**config.mk**
```make
export PLATFORM = sky130hd
export DESIGN_NAME = pixel_clock_divider_flat
export DESIGN_NICKNAME = d
export VERILOG_FILES = /design/src/rtl/pixel_clock_divider_if.sv /design/src/rtl/pixel_clock_divider.sv /design/src/flat_wrapper.sv
export SDC_FILE = /design/constraint.sdc
export NUM_CORES = 1
export LEC_CHECK = 0
export BUFFER_PORTS_ARGS = -buffer_cell sky130_fd_sc_hd__buf_2
export CAP_MARGIN = 5
export CORE_MARGIN = 2
export CORE_UTILIZATION = 59
export CTS_CLUSTER_DIAMETER = 120
export DETAILED_ROUTE_END_ITERATION = 8
export MAX_ROUTING_LAYER = met4
export PLACE_DENSITY = 0.87
export SYNTH_ARGS = -nofsm -noshare
export SYNTH_HDL_FRONTEND = slang
export SYNTH_SLANG_ARGS = --single-unit
```
**constraint.sdc**
```tcl
create_clock -name clk50M -period 5 [get_ports clk50M]
set_input_delay 0.75 -clock clk50M [delete_from_list [all_inputs] [get_ports clk50M]]
set_output_delay 0.75 -clock clk50M [all_outputs]
set_load 0.01 [all_outputs]
```
**src/rtl/pixel_clock_divider_if.sv**
```systemverilog
// Control and status bundle for pixel_clock_divider: run/restart/divisor-load controls in, divided clock and status out.
interface pixel_clock_divider_if #(
   parameter int WIDTH = 8
);
   logic             enable;
   logic             restart;
   logic             div_load;
   logic [WIDTH-1:0] div_value;
   logic             clk_out;
   logic             ce_pulse;
   logic [WIDTH-1:0] div_active;
   logic             pending_valid;
   logic             div_err;

   modport master (
      output enable, restart, div_load, div_value,
      input  clk_out, ce_pulse, div_active, pending_valid, div_err
   );

   modport slave (
      input  enable, restart, div_load, div_value,
      output clk_out, ce_pulse, div_active, pending_valid, div_err
   );
endinterface

```
**src/rtl/pixel_clock_divider.sv**
```systemverilog
// Divides clk50M by a runtime divisor N: registered clk_out (ceil(N/2) high) and a phase-0 ce_pulse.
// All outputs are registered. A new divisor waits in a pending slot until the next period boundary.
module pixel_clock_divider #(
   parameter int WIDTH     = 8,
   parameter int DIV_RESET = 2
) (
   input  logic                  clk50M,
   input  logic                  reset,
   pixel_clock_divider_if.slave  bus
);
   localparam logic [WIDTH-1:0] DIV_INIT   = WIDTH'(DIV_RESET);
   localparam logic [WIDTH-1:0] PHASE_INIT = WIDTH'(DIV_RESET - 1);
   localparam logic [WIDTH-1:0] ONE        = WIDTH'(1);

   logic [WIDTH-1:0] phase;
   logic [WIDTH-1:0] active;
   logic [WIDTH-1:0] pending;
   logic             pend_vld;
   logic             clk_q;
   logic             ce_q;
   logic             err_q;

   logic             load_ok;
   logic             load_zero;
   logic             last_phase;
   logic [WIDTH-1:0] phase_nxt;
   logic             boundary;
   logic [WIDTH-1:0] n_nxt;
   logic [WIDTH-1:0] half;
   logic             clk_nxt;

   always_comb begin
      load_ok    = bus.div_load && (bus.div_value != '0);
      load_zero  = bus.div_load && (bus.div_value == '0);
      // active is never 0, so active-1 stays within WIDTH bits even at 2^WIDTH-1
      last_phase = (phase == (active - ONE));
      phase_nxt  = (last_phase || bus.restart) ? '0 : (phase + ONE);
      boundary   = bus.enable && (phase_nxt == '0);

      // A divisor loaded in the boundary cycle takes priority over an older pending one
      n_nxt = active;
      if (boundary) begin
         if (load_ok) begin
            n_nxt = bus.div_value;
         end else if (pend_vld) begin
            n_nxt = pending;
         end
      end

      half    = n_nxt - (n_nxt >> 1);
      clk_nxt = (phase_nxt < half);
   end

   always_ff @(posedge clk50M or posedge reset) begin
      if (reset) begin
         phase    <= PHASE_INIT;
         active   <= DIV_INIT;
         pending  <= DIV_INIT;
         pend_vld <= 1'b0;
         clk_q    <= 1'b0;
         ce_q     <= 1'b0;
         err_q    <= 1'b0;
      end else begin
         err_q <= load_zero;
         ce_q  <= boundary;

         if (bus.enable) begin
            phase <= phase_nxt;
            clk_q <= clk_nxt;
         end

         if (load_ok) begin
            pending <= bus.div_value;
         end

         if (boundary) begin
            active   <= n_nxt;
            pend_vld <= 1'b0;
         end else if (load_ok) begin
            pend_vld <= 1'b1;
         end
      end
   end

   assign bus.clk_out       = clk_q;
   assign bus.ce_pulse      = ce_q;
   assign bus.div_active    = active;
   assign bus.pending_valid = pend_vld;
   assign bus.div_err       = err_q;
endmodule

```
**src/flat_wrapper.sv**
```systemverilog
// flat-port wrapper written by rule: the top's interface ports become plain ports
module pixel_clock_divider_flat 
#(
   parameter int WIDTH     = 8,
   parameter int DIV_RESET = 2
)
  (clk50M, reset, bus_enable, bus_restart, bus_div_load, bus_div_value, bus_clk_out, bus_ce_pulse, bus_div_active, bus_pending_valid, bus_div_err);
  pixel_clock_divider_if #(.WIDTH(WIDTH)) bus_i ();
  input  logic clk50M;
  input  logic reset;
  input wire logic [$bits(bus_i.enable)-1:0] bus_enable;
  input wire logic [$bits(bus_i.restart)-1:0] bus_restart;
  input wire logic [$bits(bus_i.div_load)-1:0] bus_div_load;
  input wire logic [$bits(bus_i.div_value)-1:0] bus_div_value;
  output wire logic [$bits(bus_i.clk_out)-1:0] bus_clk_out;
  output wire logic [$bits(bus_i.ce_pulse)-1:0] bus_ce_pulse;
  output wire logic [$bits(bus_i.div_active)-1:0] bus_div_active;
  output wire logic [$bits(bus_i.pending_valid)-1:0] bus_pending_valid;
  output wire logic [$bits(bus_i.div_err)-1:0] bus_div_err;
  assign bus_i.enable = bus_enable;
  assign bus_i.restart = bus_restart;
  assign bus_i.div_load = bus_div_load;
  assign bus_i.div_value = bus_div_value;
  assign bus_clk_out = bus_i.clk_out;
  assign bus_ce_pulse = bus_i.ce_pulse;
  assign bus_div_active = bus_i.div_active;
  assign bus_pending_valid = bus_i.pending_valid;
  assign bus_div_err = bus_i.div_err;
  pixel_clock_divider #(.WIDTH(WIDTH), .DIV_RESET(DIV_RESET)) u_core (.clk50M(clk50M), .reset(reset), .bus(bus_i));
endmodule
```
==> qor.csv, run 1 <==
metric;value;unit
fill cell instance count of the final layout;262;
Max IR drop VDD;0.2496;mV
sequential fraction of the synthesis area;32.68;%
crit path max fanout;7;
multi-input combinational cell area;1346;µm²
Post-synth top flop;dfrtp_1;
Syn Inst Count;228;
vias in the first global route;1696;
wire per inst;16.13;µm
most frequent cell after synthesis;dfrtp_1;
pre-CTS setup slack;0.2157;ns
CP arrival;4.95;ns
synthesized area;2156;µm²
DRT iter0 DRCs;141;
Final GP Congestion;0.8994;
Setup TNS Final;0;ns
first-pass GRT wire length;7.776;mm
antenna violations before repair;0;
Die W;64.45;µm
detailed-placement wirelength estimate;3.473;mm
GRT Util Overall;24.26;%
#FFs+latches synth;28;
Die ar.;4153;µm²
final setup fails;0;
diode count;0;
RSZ-0062 raised after global routing;false;
Placed Area;2301;µm²
Sinks on Clock Net;28;
Final WS setup;0.3565;ns
ratio of cells with drive above 1 in the final layout;25.20;%
Worst R2R Path Depth;20;
YS warnings;0;
worst rel slew slack;31.26;%
Worst-path clk slew;0.17;ns
EDFF count, synth;0;
Yosys top cell area share;29.02;%
Root Driver;clkbuf_4;
final wirelength;4.840;mm
total CTS buffers;3;
chip height;64.45;µm
clock skew;0.01542;ns
largest net degree at the start of global routing;29;
Avg Cell Area, Syn;9.455;µm²
Hold Slack;0.5110;ns
Syn-to-layout area delta;11.78;%
Post-synth ARST share;100.0;%
post-route design area;2410;µm²
final period utilization;92.87;%
Detailed Routing Iterations Pass 1;4;
Final Max Slew Viols;0;
grt ovf;0;
critical setup path kind;reg2reg;
Remaining DRCs;0;
Final Hold Viols;0;
synth top area cells;dfrtp_1 (29%), ha_1 (8.7%), xnor2_1 (5.3%);
CTS Buffer Depth;2;
maxcap violations;0;
Req. time, crit path;5.30;ns
Min Clock Period, post-route;4.644;ns
Post-Syn Nets;257;
FF+latch area;705.7;µm²
io pins;25;
num rows;21;
Peak Freq;215.4;MHz
Final Util;70.55;%
Min-Delay Path Depth;2;
Distinct cells, synth;55;
pwr dens;467.0;nW/µm²
Synth top cells by count;dfrtp_1 (25), ha_1 (15), o21ai_0 (15);
P_leak;1.125;nW
nets;284;
H-Tree Depth;1;
Least-Margin Pin Slew;1.030;ns
vias per std cell;6.120;
clk_lat worst skew;0.35;ns
CTS tree;done;
Vias;1836;
Hold Crit Class;reg2reg;
IO Port Bufs;24;
core area;3416;µm²
crit start category;flop;
post-cts hold buffer count;0;
Worst setup EP type;flop;
status;finished clean;
Yosys top cell by area;dfrtp_1;
starting density of the core;63.11;%
Routed Antenna Nets;0;
## worst max-delay path, stage by stage (launching register included)
cell       delay (ns)
dfstp_2          0.60
inv_1            0.06
ha_1             0.28
xnor2_1          0.14
a311o_1          0.34
a211oi_2         0.23
a31o_2           0.23
o21ai_2          0.10
o21ai_0          0.36
ha_1             0.30
nor2b_1          0.12
o21ai_0          0.14
nand2b_1         0.12
a21o_1           0.19
a21o_1           0.21
a2111oi_2        0.28
and4b_1          0.23
ha_1             0.30
a21oi_2          0.15
o2111ai_1        0.12
nand3_1          0.11
## through the flow
step	total power [W]	cells
after floorplan	0.0007945	228
after global placement	0.0009161	291
after detailed placement	0.0009380	291
after CTS	0.001091	295
after global routing	0.001212	300
final	0.001125	300
## sequential cells by signal, indices dropped and copies added, names as in the netlist
signal,count
u_core.phase,8
u_core.bus.div_err,1
u_core.bus.ce_pulse,1
u_core.pending,8
u_core.bus.clk_out,1
u_core.bus.div_active,8
u_core.bus.pending_valid,1
## layout by cell type (no fill, tap or decap), drive strengths merged, types with 8 or more instances in the layout
cell type   n
dfrtp      25
ha         15
buf        34
nand2      12
xnor2      13
o21ai      17
nor2       13
a22o        8
a32oi       8
inv        14
## what timing repair did
| action | in CTS | in global routing |
|---|---|---|
| setup buffers | 0 | 5 |
| endpoints found under the hold margin | 0 | 0 |
| endpoints found under the setup margin | 0 | 1 |
| gates resized for setup | 0 | 5 |
## cell families after synthesis
| kind of cell | share of synthesized area, % |
|---|---|
| AND/OR/NAND/NOR | 17.47 |
| XOR/XNOR | 8.125 |
| multiplexers | 4.121 |
| flip-flops | 32.68 |
| AO/OA/AOI/OAI | 22.29 |
| adder cells (fa/ha/maj) | 9.634 |
| buffers and inverters | 5.687 |
## per-layer routing
| layer | routed length [µm] | global-route usage, % |
|---|---|---|
| met1 | 2184 | 33.18 |
| met2 | 2348 | 38.02 |
| met3 | 223 | 2.778 |
| met4 | 84 | 7.979 |
| met5 | 0 | - |
## worst paths after layout
| kind | slack, ns | startpoint | to |
|---|---|---|---|
| min in group asynchronous | 0.61 | reset | u_core.bus.div_active[3]$_DFFE_PP0N_ |
| worst min-delay path | 0.51 | u_core.bus.clk_out$_DFFE_PP0P_ | u_core.bus.clk_out$_DFFE_PP0P_ |
| worst max register to register | 0.36 | u_core.bus.div_active[1]$_DFFE_PP1N_ | u_core.bus.clk_out$_DFFE_PP0P_ |
| worst max-delay path | 0.36 | u_core.bus.div_active[1]$_DFFE_PP1N_ | u_core.bus.clk_out$_DFFE_PP0P_ |
| max in group asynchronous | 3.69 | reset | u_core.bus.div_active[0]$_DFFE_PP0N_ |
| worst min register to register | 0.51 | u_core.bus.clk_out$_DFFE_PP0P_ | u_core.bus.clk_out$_DFFE_PP0P_ |
## power breakdown
group          switching (W)  internal [W]  total [W]  leakage (nW)
registers          0.0000627      0.000269   0.000332         0.348
logic               0.000334      0.000306   0.000639         0.749
clock network      0.0000734     0.0000812   0.000155        0.0279
total               0.000470      0.000656    0.00113          1.12
## layout make-up
| cell class | instances | area share, % |
|---|---|---|
| Sequential cell | 28 | 29.28 |
| Inverter | 14 | 2.181 |
| Timing Repair Buffer | 34 | 8.100 |
| Tap cell | 46 | 2.388 |
| Multi-Input combinational cell | 174 | 55.87 |
| Clock buffer | 3 | 0.9346 |
| Clock inverter | 1 | 1.246 |
(Power assumes the default switching activity.)
==> run 2, diff against run 1 <==
- CORE_UTILIZATION: 59 -> 40
- PLACE_DENSITY: 0.87 -> 0.65
- clock period: 5 -> 5.7 ns (I/O delays scaled with it)
==> run 2 against run 1 <==
First-iteration DRC count down 50%. Sequential share of layout area up 0.22 points. Final area down 0.93%. Clock-buffer cell count unchanged. Global-route usage down 7.3 points. Worst setup slack better by 0.19 ns. Register-to-register slack better by 0.19 ns. Worst hold slack better by 0.0031 ns. Routed wire length down 3.2%. Combinational power down 19%. Largest power group unchanged.
==> qor.csv, run 2 (same netlist as run 1, synthesis figures left out) <==
metric;value;unit;change
P_leak;1.099;nW;-2.3%
Min Clock Period, post-route;5.154;ns;+0.5106 ns
num rows;26;;+24%
CP arrival;5.37;ns;+0.42 ns
final wirelength;4.684;mm;-3.2%
Final Max Slew Viols;0;;unchanged
detailed-placement wirelength estimate;3.628;mm;+4.5%
Syn-to-layout area delta;10.74;%;
first-pass GRT wire length;8.155;mm;+4.9%
fill cell instance count of the final layout;544;;+110%
commonest non-fill, non-tap cells in the layout;dfrtp_1 (25), buf_2 (24), o21ai_0 (15), ha_1 (15);;
Die ar.;5993;µm²;+44%
Detailed Routing Iterations Pass 1;4;;unchanged
FF+latch area;704.4;µm²;-0.18%
Req. time, crit path;5.92;ns;+0.62 ns
core area;5140;µm²;+50%
crit path max fanout;18;;+11
grt ovf;0;;unchanged
largest net degree at the start of global routing;29;;unchanged
wire per inst;14.78;µm;-8.4%
io pins;25;;unchanged
final period utilization;90.42;%;-2.4 points
Peak Freq;194.0;MHz;-9.9%
Final Hold Viols;0;;unchanged
Sinks on Clock Net;28;;unchanged
Worst setup EP type;flop;;
RSZ-0062 raised after global routing;false;;
Max IR drop VDD;0.1554;mV;-38%
final setup fails;0;;unchanged
status;finished clean;;
post-cts hold buffer count;0;;unchanged
DRT iter0 DRCs;70;;-50%
Root Driver;clkbuf_8;;
ratio of cells with drive above 1 in the final layout;21.05;%;-4.1 points
IO Port Bufs;24;;unchanged
Hold Crit Class;reg2reg;;
total CTS buffers;3;;unchanged
vias in the first global route;1777;;+4.8%
antenna violations before repair;0;;unchanged
Setup TNS Final;0;ns;unchanged
multi-input combinational cell area;1329;µm²;-1.3%
Routed Antenna Nets;0;;unchanged
Vias;1766;;-3.8%
worst rel slew slack;56.29;%;+25 points
Final GP Congestion;0.8166;;-9.2%
crit start category;flop;;
CTS Buffer Depth;2;;unchanged
post-CTS setup buffers;0;;unchanged
Die W;77.42;µm;+20%
chip height;77.42;µm;+20%
post-route design area;2387;µm²;-0.93%
clk_lat worst skew;0.28;ns;-0.07 ns
Least-Margin Pin Slew;0.6556;ns;-0.3743 ns
maxcap violations;0;;unchanged
commonest non-fill, non-tap cell in the layout;dfrtp_1;;
nets;277;;-2.5%
CTS tree;done;;
vias per std cell;5.571;;-9.0%
critical setup path kind;reg2reg;;
Hold Slack;0.5141;ns;+0.003073 ns
Remaining DRCs;0;;unchanged
GRT Util Overall;17.00;%;-7.3 points
pwr dens;405.5;nW/µm²;-13%
diode count;0;;unchanged
H-Tree Depth;1;;unchanged
PostCTS Resize Cnt;0;;unchanged
clock skew;0.004336;ns;-0.01108 ns
starting density of the core;41.94;%;-21 points
Placed Area;2316;µm²;+0.65%
Worst-path clk slew;0.10;ns;-0.07 ns
-- run 2: metal layers --
layer | global-route usage (%) | wire length [µm] | part of all wire (%)
met1 | 23.26 | 2310 | 49
met5 | - | 0 | 0
met2 | 27.65 | 2233 | 48
met3 | 1.395 | 93 | 2.0
met4 | 3.929 | 46 | 0.98
-- run 2: worst max-delay path, stage by stage, from the launching register on --
cell and delay (ns):
dfstp_2 0.63, ha_1 0.25, and2_1 0.17, a21oi_1 0.07, o32a_1 0.28, nor4_1 0.58
o21ai_2 0.35, o21ai_0 0.39, inv_1 0.08, ha_1 0.29, nor2b_1 0.12, o21ai_0 0.15
nand2b_1 0.11, a21o_1 0.18, a21o_1 0.21, a2111oi_2 0.29, and4b_1 0.23, ha_1 0.28
a21oi_1 0.18, o2111ai_1 0.13, nand3_1 0.12
-- run 2: path summary, 6_finish.rpt --
path | start | to | slack [ns] | cells past startpoint
max | u_core.phase[0]$_DFFE_PP1P_ | u_core.bus.clk_out$_DFFE_PP0P_ | 0.55 | 20
min | u_core.bus.clk_out$_DFFE_PP0P_ | u_core.bus.clk_out$_DFFE_PP0P_ | 0.51 | 2
max reg2reg | u_core.phase[0]$_DFFE_PP1P_ | u_core.bus.clk_out$_DFFE_PP0P_ | 0.55 | 20
min reg2reg | u_core.bus.clk_out$_DFFE_PP0P_ | u_core.bus.clk_out$_DFFE_PP0P_ | 0.51 | 2
max in group asynchronous | reset | u_core.phase[0]$_DFFE_PP1P_ | 4.76 | 3
min in group asynchronous | reset | u_core.pending[0]$_DFFE_PP0P_ | 0.63 | 3
-- run 2: through the flow --
| stage | total power [W] | cells | utilization (%) | setup WS, ns |
|---|---|---|---|---|
| 6_report | 0.0009681 | 317 | 46.45 | 0.5459 |
| 5_1_grt | 0.001067 | 317 | 46.45 | 0.05238 |
| 4_1_cts | 0.0009782 | 317 | 46.45 | 0.4922 |
| 3_5_place_dp | 0.0008152 | 313 | 45.06 | 0.5296 |
| 3_3_place_gp | 0.0008083 | 313 | 45.06 | 0.7549 |
| 2_1_floorplan | 0.0006969 | 228 | - | 0.9708 |
-- run 2: layout make-up --
cell class	count	area share [%]
clock inverters	1	1.258
repair buffers	27	5.975
inverters	14	2.201
well taps	70	3.669
clock buffers	3	1.730
multi-input cells	174	55.66
flip-flops and latches	28	29.51
-- run 2: power breakdown --
| group | total [W] | internal [W] | switching, W | leakage (nW) |
|---|---|---|---|---|
| registers | 0.000291 | 0.000236 | 0.0000555 | 0.349 |
| logic | 0.000517 | 0.000248 | 0.000269 | 0.714 |
| clock network | 0.000160 | 0.0000941 | 0.0000656 | 0.0357 |
